### config.mk
export PLATFORM = sky130hd
export DESIGN_NAME = button_conditioner
export DESIGN_NICKNAME = d
export VERILOG_FILES = /design/src/rtl/button_conditioner.sv
export SDC_FILE = /design/constraint.sdc
export NUM_CORES = 1
export LEC_CHECK = 0
export CORE_MARGIN = 5
export CORE_UTILIZATION = 66
export CTS_CLUSTER_DIAMETER = 50
export DETAILED_ROUTE_END_ITERATION = 6
export GPL_ROUTABILITY_DRIVEN = 0
export PLACE_DENSITY = 0.89
export SETUP_SLACK_MARGIN = 0.3
export SLEW_MARGIN = 20
export SYNTH_ARGS = -nofsm -noshare
export SYNTH_HDL_FRONTEND = slang
export SYNTH_SLANG_ARGS = --single-unit
### constraint.sdc
create_clock -name clock -period 8.14 [get_ports clock]
set_clock_uncertainty 0.2 [all_clocks]
set_input_delay 1.628 -clock clock [delete_from_list [all_inputs] [get_ports clock]]
set_output_delay 1.628 -clock clock [all_outputs]
set_load 0.05 [all_outputs]
### src/rtl/button_conditioner.sv
// Four-bit pushbutton conditioner: 2-flop synchroniser, per-bit debounce FSM and press pulses.
// Define BTN_LATCH_EN to present sticky press flags on btn_out, cleared by rd_ack.
module button_conditioner #(
    parameter logic [23:0] DEBOUNCE_COUNT = 24'd10_000
) (
    input  logic       clock,
    input  logic       reset,
    input  logic [3:0] btn_raw,
    input  logic       rd_ack,
    output logic [3:0] btn_level,
    output logic [3:0] press_pulse,
    output logic [3:0] btn_out
);

    localparam logic [23:0] LastCount = DEBOUNCE_COUNT - 24'd1;

    typedef enum logic {
        StStable,
        StConfirm
    } state_t;

    logic [3:0] sync1;
    logic [3:0] sync2;

    always_ff @(posedge clock or posedge reset) begin
        if (reset) begin
            sync1 <= '0;
            sync2 <= '0;
        end else begin
            sync1 <= btn_raw;
            sync2 <= sync1;
        end
    end

    for (genvar i = 0; i < 4; i++) begin : g_bit
        state_t      state;
        logic [23:0] counter;
        logic        level;
        logic        pulse;

        always_ff @(posedge clock or posedge reset) begin
            if (reset) begin
                state   <= StStable;
                counter <= '0;
                level   <= 1'b0;
                pulse   <= 1'b0;
            end else begin
                pulse <= 1'b0;
                case (state)
                    StStable: begin
                        if (sync2[i] != level) begin
                            state   <= StConfirm;
                            counter <= 24'd1;
                        end else begin
                            counter <= '0;
                        end
                    end
                    StConfirm: begin
                        if (sync2[i] == level) begin
                            // Glitch: input fell back before the count completed.
                            state   <= StStable;
                            counter <= '0;
                        end else if (counter == LastCount) begin
                            level   <= sync2[i];
                            pulse   <= sync2[i];
                            counter <= '0;
                            state   <= StStable;
                        end else begin
                            counter <= counter + 24'd1;
                        end
                    end
                    default: begin
                        state   <= StStable;
                        counter <= '0;
                    end
                endcase
            end
        end

        assign btn_level[i]   = level;
        assign press_pulse[i] = pulse;
    end

`ifdef BTN_LATCH_EN
    logic [3:0] sticky;

    // A coincident press wins over the read acknowledge.
    always_ff @(posedge clock or posedge reset) begin
        if (reset) begin
            sticky <= '0;
        end else begin
            sticky <= (sticky & ~{4{rd_ack}}) | press_pulse;
        end
    end

    assign btn_out = sticky;
`else
    logic unused_rd_ack;
    assign unused_rd_ack = rd_ack;
    assign btn_out       = btn_level;
`endif

endmodule

Word-level counts from Yosys, hierarchy flattened --
Index checks and enable logic that the tools add are counted.
Word-level totals: logic and storage cells 90, flip-flop bits (word level) 116, input port bits 7, output and inout port bits 12
Operators by class: reductions and logical operators 4, bitwise logic cells 8, equal/unequal tests 12, add/sub/neg operators 4, mux-type cells 44
Operators by type and width (count):
- $mux 24 | 8
- $pmux 24 s2 | 4
- $add 24x1->24 const B | 4
- $eq 24x14->1 const B | 4
- $mux 1 | 28
- $reduce_and 3->1 | 4
- $not 1->1 | 8
- $pmux 1 s2 | 4
- $eq 1x1->1 | 4
- $ne 1x1->1 | 4

Longest topological paths before layout --
Gate-level depths: netlist of run 1.
depth after elaboration 4, depth in mapped cells 6, mapped depth without buffers 5

Worst setup path before layout of run 1 --
Ideal clock, no wire load.
path type register -> output, start register g_bit[0].level, end output port btn_level[0], arrival time 0.608 ns, buffers on the path 1, cell stages (with the launch flop) 2, required time 6.312 ns, slack 5.704 ns, cells stage by stage dfrtp_1 -> buf_4
RTL lines:
- start, declared | RTL line 38 | logic level;
- start signal, assigned | RTL line 64 | level <= sync2[i];
- end, declared | RTL line 10 | output logic [3:0] btn_level,
No word-level cell between the ends.

Final worst setup path of run 1 --
start register g_bit[0].level, end output port btn_level[0]
No word-level cell between the ends.

==> results of run 1 <==
-- kinds of logic (layout without fill, tap and decap cells) --
logic type / after synthesis / after routing / share of synthesized area
flops: 116 / 116 / 0.508
fa+ha+maj: 4 / 4 / 0.00876
compound gates: 93 / 93 / 0.0922
simple gates: 268 / 268 / 0.257
xor+xnor: 52 / 52 / 0.0797
mux: 5 / 5 / 0.00964
buf+inv: 54 / 76 / 0.0445
-- how the worst min path moves through the flow --
stage / cells after the start / slack, ps / to
CTS: 0 / 150 / sync2[0]
finish: 0 / 150 / sync2[0]
detailed placement: 0 / 130 / sync2[0]
global placement: 0 / 130 / sync2[3]
floorplan: 0 / 130 / sync2[0]
global route: 0 / 150 / sync2[0]
-- Yosys cell counts (2+ instances only) --
master | count | area (sq um)
nand3_1 | 27 | 135
buf_2 | 5 | 25.0
inv_1 | 24 | 90.1
nand3_2 | 3 | 30.0
o21bai_1 | 3 | 22.5
and4_1 | 4 | 35.0
nand2_1 | 31 | 116
and3_1 | 9 | 56.3
or3_2 | 3 | 22.5
nor3_1 | 21 | 105
nor4_1 | 22 | 138
o21ai_0 | 26 | 130
buf_4 | 12 | 90.1
or3_1 | 27 | 169
xor2_1 | 10 | 87.6
o21ai_1 | 2 | 10.0
a21oi_1 | 42 | 210
dfrtp_1 | 116 | 2900
nand4_1 | 20 | 125
a21boi_1 | 2 | 15.0
clkbuf_1 | 13 | 48.8
mux2_2 | 4 | 45.0
nor4b_1 | 3 | 26.3
or4_1 | 26 | 195
nor2_1 | 65 | 244
o31ai_1 | 13 | 97.6
xnor2_1 | 42 | 368
a31o_2 | 2 | 17.5
ha_1 | 4 | 50.1
-- per-stage QoR --
stage,hold WS (ps),instances,utilization
after detailed placement,135,690,0.685
after global placement,133,690,0.684
after floorplan,131,592,-
final,147,722,0.751
after global routing,153,722,0.751
after CTS,148,722,0.751
-- layer usage --
layer / track usage / up-vias
met2: 0.397 / 149
met4: 0.121 / 0
li1: - / 2147
met1: 0.289 / 2218
met5: 0 / -
met3: 0.0663 / 38
-- sequential cells by signal, summed over array words and instances, names as in the netlist --
register / count
g_bit.state: 4
g_bit.level: 4
g_bit.counter: 96
g_bit.pulse: 4
sync2: 4
sync1: 4
-- final cells by class --
class | count | area share
clock buffers | 17 | 0.0641
clock inverters | 15 | 0.0242
inverters | 24 | 0.0143
multi-input cells | 422 | 0.396
flip-flops and latches | 116 | 0.450
well taps | 108 | 0.0209
repair buffers | 20 | 0.0304
-- power groups by stage --
stage	combinational (mW)	sequential (mW)	clock [mW]
3_3_place_gp	0.0315	0.597	0
5_1_grt	0.0375	0.588	0.751
4_1_cts	0.0331	0.587	0.721
3_5_place_dp	0.0328	0.598	0
2_1_floorplan	0.0229	0.597	0
6_report	0.0325	0.587	0.713
==> flow_summary.ini, run 1 <==
[status]
status = finished, final reports clean

[clock_network]
worstSkewPairLatency_ps = 520
cts_tree = done
cts_hold_buf = 0
cts_setup_buffers = 0
cts-resized-gates = 0
clk_pin_slew_worst_paths_ps = 60
htree_levels = 4
clockBufferDepth = 2
clock-sinks = 116
numCtsBuffers = 17
cts_root_buffer = clkbuf_8

[floorplan]
io_pins = 19
dieArea_sq_um = 10600
core_sq_um = 8590
die_h_microns = 103
rows = 34
die_w_microns = 103
start_util = 0.665

[run]
maxCapViolCount = 0

[synth]
syn-num-nets = 603
synthFlopType = dfrtp_1
ys_async_sr_fraction = 1.00
yosysWarningCount = 0
synth-seq-cells = 116
synth-edff-count = 0
synth.distinct_cells = 40
ys_seq_area_frac = 0.508
netlist_instances = 592
syn_area_sq_um = 5710
syn_avg_cell_area_sq_um = 9.65

[min_path]
hold_path_class = reg -> reg
hp-start = sync1[0]

[timing]
rsz0062_at_grt = no
timing.final.crit_share = 0.445
finalSetupTns_ps = 0
worstMarginPinSlew_ps = 780
relSlewSlack = 0.480
setup_viol = 0
finalHoldViolCount = 0
fmax_mhz = 276
slew_viol_final = 0
period_minus_slack_ps = 3620
fin_ws_ps = 4520

[setup_path]
rrSetupSlack_ps = 5560
path_class = reg -> out
cp_num_buf_inv = 1
required_ps = 6310
critical_path.top_delay_family = buffers and inverters
path_depth = 1
critical_path.cell_chain = clkdlybuf4s50_1
r2r-end = g_bit[3].counter[11]
critPathSlowestCell = clkdlybuf4s50_1
worst-r2r-cell-count = 5
cp_max_fo = 5
start_kind = register
crit_start = g_bit[0].level
end_kind = output port
cp-endpoint = btn_level[0]
crit_arrival_ps = 1790
cpPeakStageDelay_ps = 840
r2r-start = g_bit[3].counter[20]

[pwr]
p_int_mw = 1.03
swShare = 0.229
power_switching_mw = 0.305
powerDensity_nw_per_um2 = 206
ir_drop_v = 0.000154
p_comb_frac = 0.024
p_leak_nw = 2.45
clock_power_share = 0.535
sequentialPowerShare = 0.441
total_power_mw = 1.33

[routing]
vias = 4552
top_layer_used = met4
viasPerCell = 6.30
met1_length_microns = 4720
dr.pass1.iters = 5
drc = 0
wl_per_cell_microns = 16.2
routed_wl_microns = 11700
wl_met3_microns = 634
drt-initial-drc-count = 204
ant_nets = 0
met2_length_microns = 5990

[placement]
dpl_cell_area_sq_um = 5880
dp_hpwl_microns = 7660
portBuffers = 17
dp_slack_ps = 4510

[final_layout]
drive_gt1_frac = 0.0863
final_common_cell = dfrtp_1
antenna_cells = 0
design_area_sq_um = 6460
regArea_sq_um = 2900
multi_input_area_sq_um = 2560
nets = 612
final_cell_mix = dfrtp_1 (116), nor2_1 (65), a21oi_1 (42), xnor2_1 (42), nand2_1 (31)
area_delta_synth_final_pct = 13.0
fill_cells = 561

[global_route]
antenna_found_initial = 0
overflow = 0
first_global_vias = 4593
grt_max_degree = 89
grt_pass1_wl_microns = 20200
grt_usage = 0.240
Power figures use the tool's default switching activity.
==> inputs of run 2 (changes only) <==
- CORE_UTILIZATION: 66 -> 61
- PLACE_DENSITY: 0.89 -> 0.83
- clock period: 8.14 -> 3.7 ns (I/O delays scaled with it)
==> run 2 against run 1 <==
Compared with the run above:
- non-clock buffer count is 3 higher
- sequential cell count stayed put
- routed wire length is 1.3% lower
- critical path type unchanged
- critical endpoint is now btn_out[0]
- critical path depth stayed put
- core utilization is 4.7 points lower
- first-iteration DRC count is 14% higher
==> flow_summary.ini, run 2 (synthesized netlist as in run 1, its figures left out) <==
[global_route]
grt_max_degree = 52
antenna_found_initial = 0
top_usage_layer = met2
grt_usage = 0.223
met3_usage = 0.0512
gr-usage-met1 = 0.286
grt_pass1_wl_microns = 20400
first_global_vias = 4411
gr-usage-met2 = 0.362
overflow = 0

[setup_path]
crit_arrival_ps = 1830
cpPeakStageDelay_ps = 860
critical_path.top_delay_family = buffers and inverters
critical_path.cell_chain = clkdlybuf4s50_1
end_kind = output port
cp_num_buf_inv = 1
critPathSlowestCell = clkdlybuf4s50_1
start_kind = register
required_ps = 2760
path_class = reg -> out
cp_max_fo = 5

[timing]
worstMarginPinSlew_ps = 766
setup_viol = 0
slew_viol_final = 0
finalSetupTns_ps = 0
hold_slack_ps = 146
timing.final.crit_share = 0.748
fin_ws_ps = 932
relSlewSlack = 0.488
rsz0062_at_grt = no
period_minus_slack_ps = 2770
fmax_mhz = 361
finalHoldViolCount = 0

[routing]
viasPerCell = 6.16
routed_wl_microns = 11500
drt-initial-drc-count = 232
wl_per_cell_microns = 15.8
dr.pass1.iters = 5
ant_nets = 0
vias = 4486
drc = 0

[min_path]
hold_path_class = reg -> reg

[clock_network]
cts_root_buffer = clkbuf_8
clock-sinks = 116
cts_setup_buffers = 0
cts_hold_buf = 0
numCtsBuffers = 17
clk_pin_slew_worst_paths_ps = 60
clockBufferDepth = 2
cts-resized-gates = 0
htree_levels = 4
worstSkewPairLatency_ps = 530
cts_tree = done

[floorplan]
die_h_microns = 107
die_w_microns = 107
core_sq_um = 9200
io_pins = 19
start_util = 0.621
rows = 35
dieArea_sq_um = 11400

[final_layout]
drive_gt1_frac = 0.0827
fill_cells = 671
largest_reg_flops = 96
final_cell_mix = dfrtp_1 (116), nor2_1 (65), a21oi_1 (42), xnor2_1 (42), nand2_1 (31)
largest-register = g_bit.counter
nets = 615
final_common_cell = dfrtp_1
antenna_cells = 0
final_core_utilization = 0.704
area_delta_synth_final_pct = 13.4

[pwr]
p_leak_nw = 2.46
powerDensity_nw_per_um2 = 446
total_power_mw = 2.89
ir_drop_v = 0.000356

[status]
status = finished, final reports clean

[placement]
dp_slack_ps = 1200
portBuffers = 17
dp_hpwl_microns = 7440

[run]
maxCapViolCount = 0
run 2: cell count changes in the layout (fill, tap and decap cells not counted), sizes merged:
cell      previous run  this run
buf                  3         6
clkinv               4         1
inv                 28        23
clkinvlp             5         6
clkbuf              17        25
bufinv               2         1
run 2: worst paths after layout:
check                                         start              endpoint  slack, ps  cells past startpoint
worst min-delay path                       sync1[2]              sync2[2]        150                      0
worst max register to register  g_bit[3].counter[0]  g_bit[3].counter[22]       1180                      5
worst max-delay path                 g_bit[0].level            btn_out[0]        930                      1
min in group asynchronous                     reset              sync1[0]        490                      2
worst min register to register             sync1[2]              sync2[2]        150                      0
max in group asynchronous                     reset   g_bit[1].counter[9]       2120                      3
run 2: metrics by stage:
step,instances,instance area [sq um]
after detailed placement,696,5920
after global routing,728,6480
after global placement,696,5920
final,728,6480
after CTS,728,6480
after floorplan,592,5720
run 2: metal layers:
metal  vias to the layer above  wire (microns)
met5                         -               0
met2                       108            5750
li1                       2159               -
met1                      2199            5030
met3                        20             501
met4                         0             242
run 2: final cells by class:
type | count | area, sq um | area share
Multi-Input combinational cell | 422 | 2560 | 0.395
Inverter | 24 | 93.8 | 0.0145
Sequential cell | 116 | 2900 | 0.448
Tap cell | 111 | 139 | 0.0214
Timing Repair Buffer | 23 | 228 | 0.0352
Clock buffer | 25 | 484 | 0.0748
Clock inverter | 7 | 72.6 | 0.0112
run 2: power by group:
group	switching, mW	leakage, nW	internal [mW]
clock	0.562	0.257	0.959
combinational	0.0515	0.615	0.0226
sequential	0.0116	1.58	1.28
total	0.625	2.46	2.26
==> inputs of run 3 (changes only) <==
- CORE_UTILIZATION: 61 -> 55
- PLACE_DENSITY: 0.83 -> 0.8
- clock period: 3.7 -> 2.4 ns (I/O delays scaled with it)
==> run 3 against run 2 <==
Compared with the run above:
- largest power group unchanged
- clock power is 83% higher
- core utilization rose by 3.4 points
- highest routed layer unchanged
- final cell count is 14% higher
==> flow_summary.ini, run 3 (synthesized netlist as in run 1, its figures left out) <==
[pwr]
ir_drop_v = 0.000515
p_leak_nw = 2.94
powerDensity_nw_per_um2 = 655

[timing]
finalHoldViolCount = 0
fmax_mhz = 456
period_minus_slack_ps = 2190
finalSetupTns_ps = 0
relSlewSlack = 0.672
timing.final.crit_share = 0.915
slew_viol_final = 0
rsz0062_at_grt = yes
fin_ws_ps = 205
worstMarginPinSlew_ps = 494
setup_viol = 0

[global_route]
overflow = 0
top_usage_layer = met2
grt_max_degree = 87
met3_usage = 0.0522
grt_usage = 0.219
grt_pass1_wl_microns = 22400
antenna_found_initial = 0
first_global_vias = 4726
gr-usage-met1 = 0.270
gr-usage-met2 = 0.364

[routing]
drc = 0
ant_nets = 0
dr.pass1.iters = 5
viasPerCell = 6.09
drt-initial-drc-count = 419
vias = 5051
routed_wl_microns = 14700
wl_per_cell_microns = 17.7

[placement]
dp_slack_ps = 101
dp_hpwl_microns = 7670
portBuffers = 17

[floorplan]
rows = 37
start_util = 0.558
die_w_microns = 112
dieArea_sq_um = 12500
die_h_microns = 112
io_pins = 19
core_sq_um = 10200

[final_layout]
final_cell_mix = dfrtp_1 (109), buf_4 (70), nor2_1 (64), xnor2_1 (42), nand2_1 (31)
regArea_sq_um = 2910
area_delta_synth_final_pct = 32.2
final_common_cell = dfrtp_1
largest-register = g_bit.counter
multi_input_area_sq_um = 2880
antenna_cells = 0
fill_cells = 609
largest_reg_flops = 96
nets = 692
drive_gt1_frac = 0.277

[min_path]
hold_path_class = reg -> reg

[setup_path]
cp_max_fo = 5
start_kind = register
critical_path.top_delay_family = simple AND/OR/NAND/NOR gates
critical_path.cell_chain = ha_4, nand3_4, or4_4, or4_4, a21oi_2
cpPeakStageDelay_ps = 580
required_ps = 2660
crit_arrival_ps = 2460
cp_num_buf_inv = 0
critPathSlowestCell = or4_4
cpMostUsedCell = or4_4
end_kind = register
path_class = reg -> reg

[clock_network]
clockBufferDepth = 2
cts_tree = done
worstSkewPairLatency_ps = 530
htree_levels = 4
cts_root_buffer = clkbuf_8
clk_pin_slew_worst_paths_ps = 60
clock-sinks = 116
numCtsBuffers = 17

[status]
status = finished, final reports clean

[run]
maxCapViolCount = 0
run 3: changes by cell type in the layout (fill, tap and decap cells not counted), moves of 6 or more:
cell	before	now
buf_4	5	70
or4_1	26	13
dfrtp_1	116	109
dfrtp_2	0	7
clkdlybuf4s15_2	0	6
a21oi_2	0	12
a21oi_1	42	30
buf_6	0	7
clkdlybuf4s50_1	17	5
or4_4	0	16
run 3: path summary, 6_finish.rpt:
kind                                          start                    to  slack [ps]  cells past startpoint
worst max-delay path            g_bit[3].counter[1]  g_bit[3].counter[22]         210                      5
worst min-delay path                       sync1[2]              sync2[2]         140                      0
worst max register to register  g_bit[3].counter[1]  g_bit[3].counter[22]         210                      5
worst min register to register             sync1[2]              sync2[2]         140                      0
max in group asynchronous                     reset   g_bit[3].counter[7]        1380                      3
min in group asynchronous                     reset   g_bit[3].counter[0]         230                      3
run 3: layout make-up:
class,count,area share
Clock buffer,23,0.0631
Multi-Input combinational cell,424,0.382
Tap cell,136,0.0225
Timing Repair Buffer,98,0.112
Clock inverter,9,0.0229
Sequential cell,116,0.386
Inverter,24,0.0124
run 3: report_power, final:
part / internal [mW] / switching (mW)
combinational: 0.0667 / 0.0993
clock: 1.90 / 0.888
sequential: 1.98 / 0.0184
run 3: per-stage QoR:
| step | instances | hold WS [ps] | instance area, sq um | power (mW) | util |
|---|---|---|---|---|---|
| finish | 830 | 141 | 7550 | 4.95 | 0.738 |
| global route | 830 | 159 | 7550 | 5.09 | 0.738 |
| CTS | 793 | 144 | 7090 | 4.95 | 0.693 |
| detailed placement | 731 | 136 | 6110 | 2.16 | 0.597 |
| global placement | 731 | 132 | 6110 | 2.15 | 0.597 |
| floorplan | 592 | 131 | 5830 | 2.11 | - |
run 3: per-layer routing:
layer  vias to the layer above  wire [microns]
met3                        46             748
li1                       2323               -
met5                         -               0
met2                       189            7470
met1                      2493            6110
met4                         0             386
run 3: repair_timing:
item	CTS	global route
setup endpoints to repair	84	82
setup buffers	28	35
gates resized for setup	50	52
gates cloned	2	2
hold buffers	0	0
pin swaps	24	34
